### src/rtl/pipelined_adder_if.sv
// rtl/pipelined_adder_if.sv - operand/result stream bundle for pipelined_adder
interface pipelined_adder_if #(
  parameter int WIDTH = 32
);
  logic             in_valid;
  logic             in_ready;
  logic [WIDTH-1:0] a;
  logic [WIDTH-1:0] b;
  logic             cin;
  logic             sub;
  logic             out_valid;
  logic             out_ready;
  logic [WIDTH-1:0] sum;
  logic             cout;
  logic             ovf;

  modport master (
    output in_valid, a, b, cin, sub, out_ready,
    input  in_ready, out_valid, sum, cout, ovf
  );

  modport slave (
    input  in_valid, a, b, cin, sub, out_ready,
    output in_ready, out_valid, sum, cout, ovf
  );
endinterface

### src/rtl/pipelined_adder.sv
// rtl/pipelined_adder.sv - chunked carry-pipelined adder/subtractor with valid/ready flow control
module pipelined_adder #(
  parameter int WIDTH  = 32,
  parameter int STAGES = 4
) (
  input  logic              clk,
  input  logic              rst,
  pipelined_adder_if.slave  bus
);
  localparam int CHUNK = WIDTH / STAGES;

  logic [STAGES-1:0] valid_q, valid_d;
  logic              carry_q [STAGES];
  logic              carry_d [STAGES];
  logic [WIDTH-1:0]  a_q     [STAGES];
  logic [WIDTH-1:0]  a_d     [STAGES];
  logic [WIDTH-1:0]  bp_q    [STAGES];
  logic [WIDTH-1:0]  bp_d    [STAGES];
  logic [WIDTH-1:0]  sum_q   [STAGES];
  logic [WIDTH-1:0]  sum_d   [STAGES];

  logic [WIDTH-1:0]  in_a [STAGES];
  logic [WIDTH-1:0]  in_b [STAGES];
  logic [WIDTH-1:0]  in_s [STAGES];
  logic              in_c [STAGES];
  logic              in_v [STAGES];
  logic [CHUNK:0]    part [STAGES];

  logic advance;

  assign advance      = !valid_q[STAGES-1] || bus.out_ready;
  assign bus.in_ready = advance && !rst;

  // Stage 0 sees the raw beat; later stages see the previous stage's registers.
  for (genvar k = 0; k < STAGES; k++) begin : g_src
    if (k == 0) begin : g_first
      assign in_a[k] = bus.a;
      assign in_b[k] = bus.sub ? ~bus.b : bus.b;
      assign in_c[k] = bus.sub | bus.cin;
      assign in_s[k] = '0;
      assign in_v[k] = bus.in_valid && bus.in_ready;
    end else begin : g_next
      assign in_a[k] = a_q[k-1];
      assign in_b[k] = bp_q[k-1];
      assign in_c[k] = carry_q[k-1];
      assign in_s[k] = sum_q[k-1];
      assign in_v[k] = valid_q[k-1];
    end
  end

  always_comb begin
    for (int k = 0; k < STAGES; k++) begin
      part[k] = {1'b0, in_a[k][k*CHUNK +: CHUNK]}
              + {1'b0, in_b[k][k*CHUNK +: CHUNK]}
              + {{CHUNK{1'b0}}, in_c[k]};
      a_d[k]     = in_a[k];
      bp_d[k]    = in_b[k];
      sum_d[k]   = in_s[k];
      sum_d[k][k*CHUNK +: CHUNK] = part[k][CHUNK-1:0];
      carry_d[k] = part[k][CHUNK];
      valid_d[k] = in_v[k];
    end
  end

  always_ff @(posedge clk) begin
    if (rst) begin
      valid_q <= '0;
      for (int k = 0; k < STAGES; k++) begin
        carry_q[k] <= 1'b0;
        a_q[k]     <= '0;
        bp_q[k]    <= '0;
        sum_q[k]   <= '0;
      end
    end else if (advance) begin
      valid_q <= valid_d;
      for (int k = 0; k < STAGES; k++) begin
        carry_q[k] <= carry_d[k];
        a_q[k]     <= a_d[k];
        bp_q[k]    <= bp_d[k];
        sum_q[k]   <= sum_d[k];
      end
    end
  end

  assign bus.out_valid = valid_q[STAGES-1];
  assign bus.sum       = sum_q[STAGES-1];
  assign bus.cout      = carry_q[STAGES-1];
  // Carry into the MSB is recovered from the MSB's own sum and operand bits.
  assign bus.ovf       = sum_q[STAGES-1][WIDTH-1] ^ a_q[STAGES-1][WIDTH-1]
                       ^ bp_q[STAGES-1][WIDTH-1] ^ carry_q[STAGES-1];
endmodule

### src/flat_wrapper.sv
// flat-port wrapper written by rule: the top's interface ports become plain ports
module pipelined_adder_flat 
#(
  parameter int WIDTH  = 32,
  parameter int STAGES = 4
)
  (clk, rst, bus_in_valid, bus_a, bus_b, bus_cin, bus_sub, bus_out_ready, bus_in_ready, bus_out_valid, bus_sum, bus_cout, bus_ovf);
  pipelined_adder_if #(.WIDTH(WIDTH)) bus_i ();
  input  logic clk;
  input  logic rst;
  input wire logic [$bits(bus_i.in_valid)-1:0] bus_in_valid;
  input wire logic [$bits(bus_i.a)-1:0] bus_a;
  input wire logic [$bits(bus_i.b)-1:0] bus_b;
  input wire logic [$bits(bus_i.cin)-1:0] bus_cin;
  input wire logic [$bits(bus_i.sub)-1:0] bus_sub;
  input wire logic [$bits(bus_i.out_ready)-1:0] bus_out_ready;
  output wire logic [$bits(bus_i.in_ready)-1:0] bus_in_ready;
  output wire logic [$bits(bus_i.out_valid)-1:0] bus_out_valid;
  output wire logic [$bits(bus_i.sum)-1:0] bus_sum;
  output wire logic [$bits(bus_i.cout)-1:0] bus_cout;
  output wire logic [$bits(bus_i.ovf)-1:0] bus_ovf;
  assign bus_i.in_valid = bus_in_valid;
  assign bus_i.a = bus_a;
  assign bus_i.b = bus_b;
  assign bus_i.cin = bus_cin;
  assign bus_i.sub = bus_sub;
  assign bus_i.out_ready = bus_out_ready;
  assign bus_in_ready = bus_i.in_ready;
  assign bus_out_valid = bus_i.out_valid;
  assign bus_sum = bus_i.sum;
  assign bus_cout = bus_i.cout;
  assign bus_ovf = bus_i.ovf;
  pipelined_adder #(.WIDTH(WIDTH), .STAGES(STAGES)) u_core (.clk(clk), .rst(rst), .bus(bus_i));
endmodule
### config.mk
export PLATFORM = sky130hd
export DESIGN_NAME = pipelined_adder_flat
export DESIGN_NICKNAME = d
export VERILOG_FILES = /design/src/rtl/pipelined_adder_if.sv /design/src/rtl/pipelined_adder.sv /design/src/flat_wrapper.sv
export SDC_FILE = /design/constraint.sdc
export NUM_CORES = 1
export LEC_CHECK = 0
export CAP_MARGIN = 15
export CORE_ASPECT_RATIO = 0.6
export CORE_UTILIZATION = 50
export CTS_CLUSTER_SIZE = 12
export DETAILED_ROUTE_END_ITERATION = 6
export GPL_ROUTABILITY_DRIVEN = 0
export PLACE_DENSITY = 0.73
export SETUP_SLACK_MARGIN = 0.02
export SLEW_MARGIN = 15
export SYNTH_ARGS = -nofsm -noshare
export SYNTH_HDL_FRONTEND = slang
export SYNTH_SLANG_ARGS = --single-unit
### constraint.sdc
create_clock -name clk -period 5 [get_ports clk]
set_input_delay 0.75 -clock clk [delete_from_list [all_inputs] [get_ports clk]]
set_output_delay 0.75 -clock clk [all_outputs]
set_load 0.01 [all_outputs]
==> results.toml, run 1 <==
[pwr]
p_per_area_nw_per_um2 = 349
total_power_mw = 3.53
ir_drop_mv = 0.226
p_leak_nw = 4.01

[sta]
finalSetupTns_ns = 0
worst_pin_slew_ns = 1.00
finalSetupViolCount = 0
maxSlewViolCount = 0
clock-skew-final_ns = 0.00857
final_hold_viol_count = 0
rsz0062_at_grt = "false"
relSlewSlack = 0.334
finalCritPeriodShare = 0.620
fmax_mhz = 323
setup_slack_ns = 1.90
hold_ws_ns = 0.479
finalCriticalPeriod_ns = 3.10

[yosys]
synth_edf_count = 182
synth-simple-area-share = 0.146
synthXorXnorAreaFrac = 0.0443
async_reset_ff_frac = 0
syn_inst = 590
ys_ff_latch = 186
synthAdderAreaFrac = 0.0615
synth_top_family_by_area = "simple AND/OR/NAND/NOR gates"
synth_area_leaders = "edfxtp_1, and2_1, ha_1, xnor2_1, nor2_1"
muxShareOfSynthArea = 0.00482
yosysUniqueCellTypes = 39
ys.flop_type = "edfxtp_1"
netlist.area_leader.share = 0.659
yosysWarnings = 0
postSynthNetCount = 696
synth_top_cell_by_area = "edfxtp_1"
synth_compound_area_frac = 0.0522
netlist_area_um2 = 8300
syn_avg_cell_area_um2 = 14.1
seq_area_frac_synth = 0.668

[placed_design]
dp_hpwl_mm = 8.57
placed_area_um2 = 9530
io_buffers = 105
place_inst = 883
dp_worst_setup_slack_ns = 1.48

[global_route]
grt_max_degree = 136
grt.overflow.total = 0
track_usage = 0.166
grt_pass1_wl_mm = 21.5
antenna_found_initial = 0
grt_pass1_vias = 4464

[flow_run]
maxCapViolCount = 0

[clock_network]
tritoncts = "yes"
cts_resized = 0
cts_setup_buffers = 0
root_buffer = "clkbuf_16"
cts_buffer_depth = 2
cts_hold_buf = 0
clkTransAtPathRegs_ns = 0.07
cts_buffers = 17
clk_latency_ns = 0.42
cts_sinks = 186
htree_levels = 4

[floorplan]
die_height_um = 102
die_area_um2 = 17100
io_pins = 106
rows = 36
initial_core_util = 0.512
die_w_um = 168
core_um2 = 16200

[finish]
final_layout_size_suffix_gt1_frac = 0.0552
final_cell_mix = "edfxtp_1, and2_1, clkdlybuf4s50_1"
antenna-diode-count = 0
postLayoutCoreUtil = 0.623
area_growth_pct = 21.8
nets = 799
nFillCells = 1234
stdcell_area_um2 = 10100
final_cells = 915
final_common_cell = "edfxtp_1"

[min_path]
hold_path.class = "reg -> reg"
hold_depth = 2
worst_hold_startpoint = "u_core.valid_q[1]$_SDFFE_PP0N_"
hold_path_end = "u_core.valid_q[2]$_SDFFE_PP0N_"

[route]
drt_iter0_markers = 299
detail_route.vias_per_cell = 4.96
drc = 0
drt_wl_total_mm = 13.3
drt-pass1-iter-count = 6
vias = 4537
ant_nets = 0
wl_per_cell_um = 14.5

[critical_path]
timing.rr.start = "u_core.valid_q[3]$_SDFFE_PP0N_"
crit_path_end_kind = "flip-flop"
r2r-end = "u_core.sum_q[0][109]$_SDFFCE_PN0P_"
crit_arrival_ns = 3.27
required_ns = 5.18
critPathLaunchType = "input pin"
rr_worst_depth = 4
crit_type = "in -> reg"
critPathMaxFanout = 33
r2r_setup_slack_ns = 2.59

[status]
outcome = "finished, final reports clean"
==> power by group <==
part           total [mW]  switching (mW)  internal [mW]
clock network        1.34           0.555          0.782
logic               0.338           0.157          0.182
registers            1.85          0.0280           1.83
total                3.53           0.739           2.79
==> critical path: stages <==
cell,delay [ns]
buf_2,0.74
xor2_1,0.21
fa_1,0.47
fa_1,0.42
a21o_1,0.20
a31o_2,0.25
a21oi_1,0.12
o21ai_0,0.10
==> worst max path at each step <==
stage | slack (ns) | startpoint | endpoint
floorplan | 0.67 | bus_out_ready | u_core.a_q[0][10]$_SDFFCE_PN0P_
global placement | 1.57 | bus_sub | u_core.carry_q[0][0]$_SDFFCE_PN0P_
detailed placement | 1.48 | bus_sub | u_core.carry_q[0][0]$_SDFFCE_PN0P_
CTS | 1.90 | rst | bus_in_ready
global route | 1.79 | bus_sub | u_core.carry_q[0][0]$_SDFFCE_PN0P_
finish | 1.90 | bus_sub | u_core.carry_q[0][0]$_SDFFCE_PN0P_
==> routing by layer <==
| metal | track usage | part of all wire | vias to the layer above |
|---|---|---|---|
| met3 | 0.0555 | 0.043 | 11 |
| met2 | 0.274 | 0.49 | 91 |
| met5 | 0 | 0 | - |
| met4 | 0.0497 | 0.0081 | 0 |
| li1 | - | - | 2294 |
| met1 | 0.209 | 0.46 | 2141 |
==> area by class of cell <==
| class | instances | area, um2 | share of cell area |
|---|---|---|---|
| well taps | 209 | 262 | 0.0259 |
| flip-flops and latches | 186 | 5550 | 0.549 |
| inverters | 16 | 66.3 | 0.00656 |
| clock inverters | 13 | 151 | 0.0150 |
| multi-input cells | 363 | 2560 | 0.254 |
| clock buffers | 19 | 433 | 0.0428 |
| repair buffers | 109 | 1090 | 0.108 |
==> Yosys cell counts (4+ instances only) <==
cell / number
o21a_1: 9
nor2b_1: 7
xor2_1: 11
nor2_1: 48
and2_1: 127
a21oi_1: 10
o21ai_0: 13
o31a_1: 9
buf_2: 6
ha_1: 28
inv_1: 15
fa_1: 8
clkbuf_1: 14
or3_1: 8
mux2i_1: 4
nand2_1: 10
xnor2_1: 31
dfxtp_1: 4
edfxtp_1: 182
a211oi_1: 6
nand3_1: 6
nor3_1: 8
==> registers in the layout, summed over array words and instances (netlist names) <==
| name | flops |
|---|---|
| u_core.carry_q | 4 |
| u_core.sum_q | 80 |
| u_core.valid_q | 4 |
| u_core.a_q | 49 |
| u_core.bp_q | 49 |
==> cell families (layout without fill, tap and decap cells) <==
kind of cell	count (synthesis)	count (layout)
AO/OA/AOI/OAI	63	63
XOR/XNOR	42	42
adder cells (fa/ha/maj)	36	36
buffers and inverters	41	157
flip-flops	186	186
multiplexers	4	4
AND/OR/NAND/NOR	218	218
(Power assumes the default switching activity.)
==> run 2, diff against run 1 <==
Settings changed: CORE_UTILIZATION 50 to 55, PLACE_DENSITY 0.73 to 0.76.
Clock period 5 ns to 3 ns, I/O delays scaled along.
==> run 2 against run 1 <==
Net effect:
- count of clock-buffer cells in the layout is the same
- worst setup slack lost 1.3 ns
- clock skew grew 0.0056 ns
- highest routed layer unchanged
- non-clock buffer count grew 4
- combinational power grew 70%
- global-route usage grew 1.5 points
- cell area grew 0.19%
- routed wire length shrank 0.49%
- sequential share of layout area shrank 0.10 points
- largest power group unchanged
==> results.toml, run 2 (synthesis results as in run 1) <==
[status]
outcome = "finished, final reports clean"

[floorplan]
die_height_um = 97.2
initial_core_util = 0.569
io_pins = 106
rows = 34
core_um2 = 14600
die_w_um = 161
die_area_um2 = 15600

[clock_network]
cts_hold_buf = 0
cts_buffer_depth = 2
htree_levels = 4
cts_resized = 0
clkTransAtPathRegs_ns = 0.07
tritoncts = "yes"
cts_buffers = 17
cts_sinks = 186
root_buffer = "clkbuf_16"
clk_latency_ns = 0.43
cts_setup_buffers = 0

[critical_path]
critPathLaunchType = "input pin"
r2r_setup_slack_ns = 0.71
critPathMaxFanout = 3
r2r-end = "u_core.carry_q[0][2]$_SDFFCE_PN0P_"
timing.rr.start = "u_core.bp_q[0][48]$_SDFFCE_PN0P_"
required_ns = 3.15
crit_path_end_kind = "flip-flop"
crit_start = "bus_cin"
crit_arrival_ns = 2.59
crit_type = "in -> reg"
rr_worst_depth = 7
critPathCapture = "u_core.sum_q[0][6]$_SDFFCE_PN0P_"

[sta]
relSlewSlack = 0.477
setup_slack_ns = 0.562
finalCriticalPeriod_ns = 2.44
final_hold_viol_count = 0
finalSetupTns_ns = 0
worst_pin_slew_ns = 0.785
maxSlewViolCount = 0
finalCritPeriodShare = 0.813
fmax_mhz = 410
finalSetupViolCount = 0
rsz0062_at_grt = "false"
clock-skew-final_ns = 0.0142

[finish]
final_common_cell = "edfxtp_1"
multi_input_area_um2 = 2570
antenna-diode-count = 0
final_layout_size_suffix_gt1_frac = 0.0662
area_growth_pct = 22.0
nets = 803
largest_reg_flops = 80
nFillCells = 996
top_register = "u_core.sum_q"
reg_top3 = "u_core.sum_q x80, u_core.a_q x49, u_core.bp_q x49"
seq_area_um2 = 5550
final_cell_mix = "edfxtp_1, and2_1, clkdlybuf4s50_1"
postLayoutCoreUtil = 0.694

[route]
ant_nets = 0
drt_wl_total_mm = 13.2
drt-pass1-iter-count = 5
detail_route.vias_per_cell = 5.13
drt_iter0_markers = 256
wl_per_cell_um = 14.6
drc = 0
vias = 4661

[pwr]
p_per_area_nw_per_um2 = 573
p_leak_nw = 4.03
ir_drop_mv = 0.418

[global_route]
grt_pass1_wl_mm = 21.8
antenna_found_initial = 0
grt_max_degree = 136
track_usage = 0.181
grt.overflow.total = 0
grt_pass1_vias = 4739

[flow_run]
maxCapViolCount = 0

[placed_design]
dp_hpwl_mm = 8.82
io_buffers = 105
dp_worst_setup_slack_ns = 0.130

[min_path]
hold_path.class = "reg -> reg"
run 2: power breakdown:
part,total (mW),switching [mW],internal [mW]
Sequential,3.09,0.0483,3.04
Clock,2.14,0.971,1.17
Combinational,0.575,0.266,0.309
Total,5.80,1.29,4.52
run 2: how the worst min path moves through the flow:
stage                                         from                        endpoint  slack [ns]  cells after the start
CTS                 u_core.valid_q[1]$_SDFFE_PP0N_  u_core.valid_q[1]$_SDFFE_PP0N_        0.49                      1
floorplan           u_core.valid_q[1]$_SDFFE_PP0N_  u_core.valid_q[2]$_SDFFE_PP0N_        0.42                      2
detailed placement  u_core.valid_q[1]$_SDFFE_PP0N_  u_core.valid_q[1]$_SDFFE_PP0N_        0.47                      1
finish              u_core.valid_q[2]$_SDFFE_PP0N_  u_core.valid_q[2]$_SDFFE_PP0N_        0.49                      2
global route        u_core.valid_q[1]$_SDFFE_PP0N_  u_core.valid_q[1]$_SDFFE_PP0N_        0.52                      1
global placement    u_core.valid_q[1]$_SDFFE_PP0N_  u_core.valid_q[2]$_SDFFE_PP0N_        0.45                      2
run 2: critical path, stage by stage:
cell	delay, ns
clkdlybuf4s50_1	0.39
or2_2	0.28
fa_1	0.40
fa_1	0.41
a21o_1	0.20
a31oi_1	0.23
or3_1	0.15
a21oi_1	0.07
run 2: cell type report:
| cell class | instances | share of cell area |
|---|---|---|
| Inverter | 16 | 0.00655 |
| Multi-Input combinational cell | 363 | 0.254 |
| Clock inverter | 13 | 0.0132 |
| Clock buffer | 19 | 0.0427 |
| Sequential cell | 186 | 0.547 |
| Timing Repair Buffer | 113 | 0.112 |
| Tap cell | 198 | 0.0245 |
run 2: layer usage:
metal | wire, um | global-route usage | part of all wire | vias up
met5 | 0 | 0 | 0 | -
met4 | 235 | 0.0799 | 0.018 | 0
met3 | 623 | 0.0482 | 0.047 | 20
met2 | 6620 | 0.298 | 0.50 | 131
met1 | 5730 | 0.226 | 0.43 | 2198
li1 | - | - | - | 2312
run 2: metrics by stage:
| step | total power [mW] | area, um2 | hold slack, ns | cells |
|---|---|---|---|---|
| after floorplan | 3.48 | 8310 | 0.425 | 590 |
| after global placement | 3.69 | 9560 | 0.446 | 876 |
| after detailed placement | 3.72 | 9560 | 0.467 | 876 |
| after CTS | 5.85 | 10100 | 0.495 | 908 |
| after global routing | 6.02 | 10100 | 0.517 | 908 |
| final | 5.80 | 10100 | 0.494 | 908 |
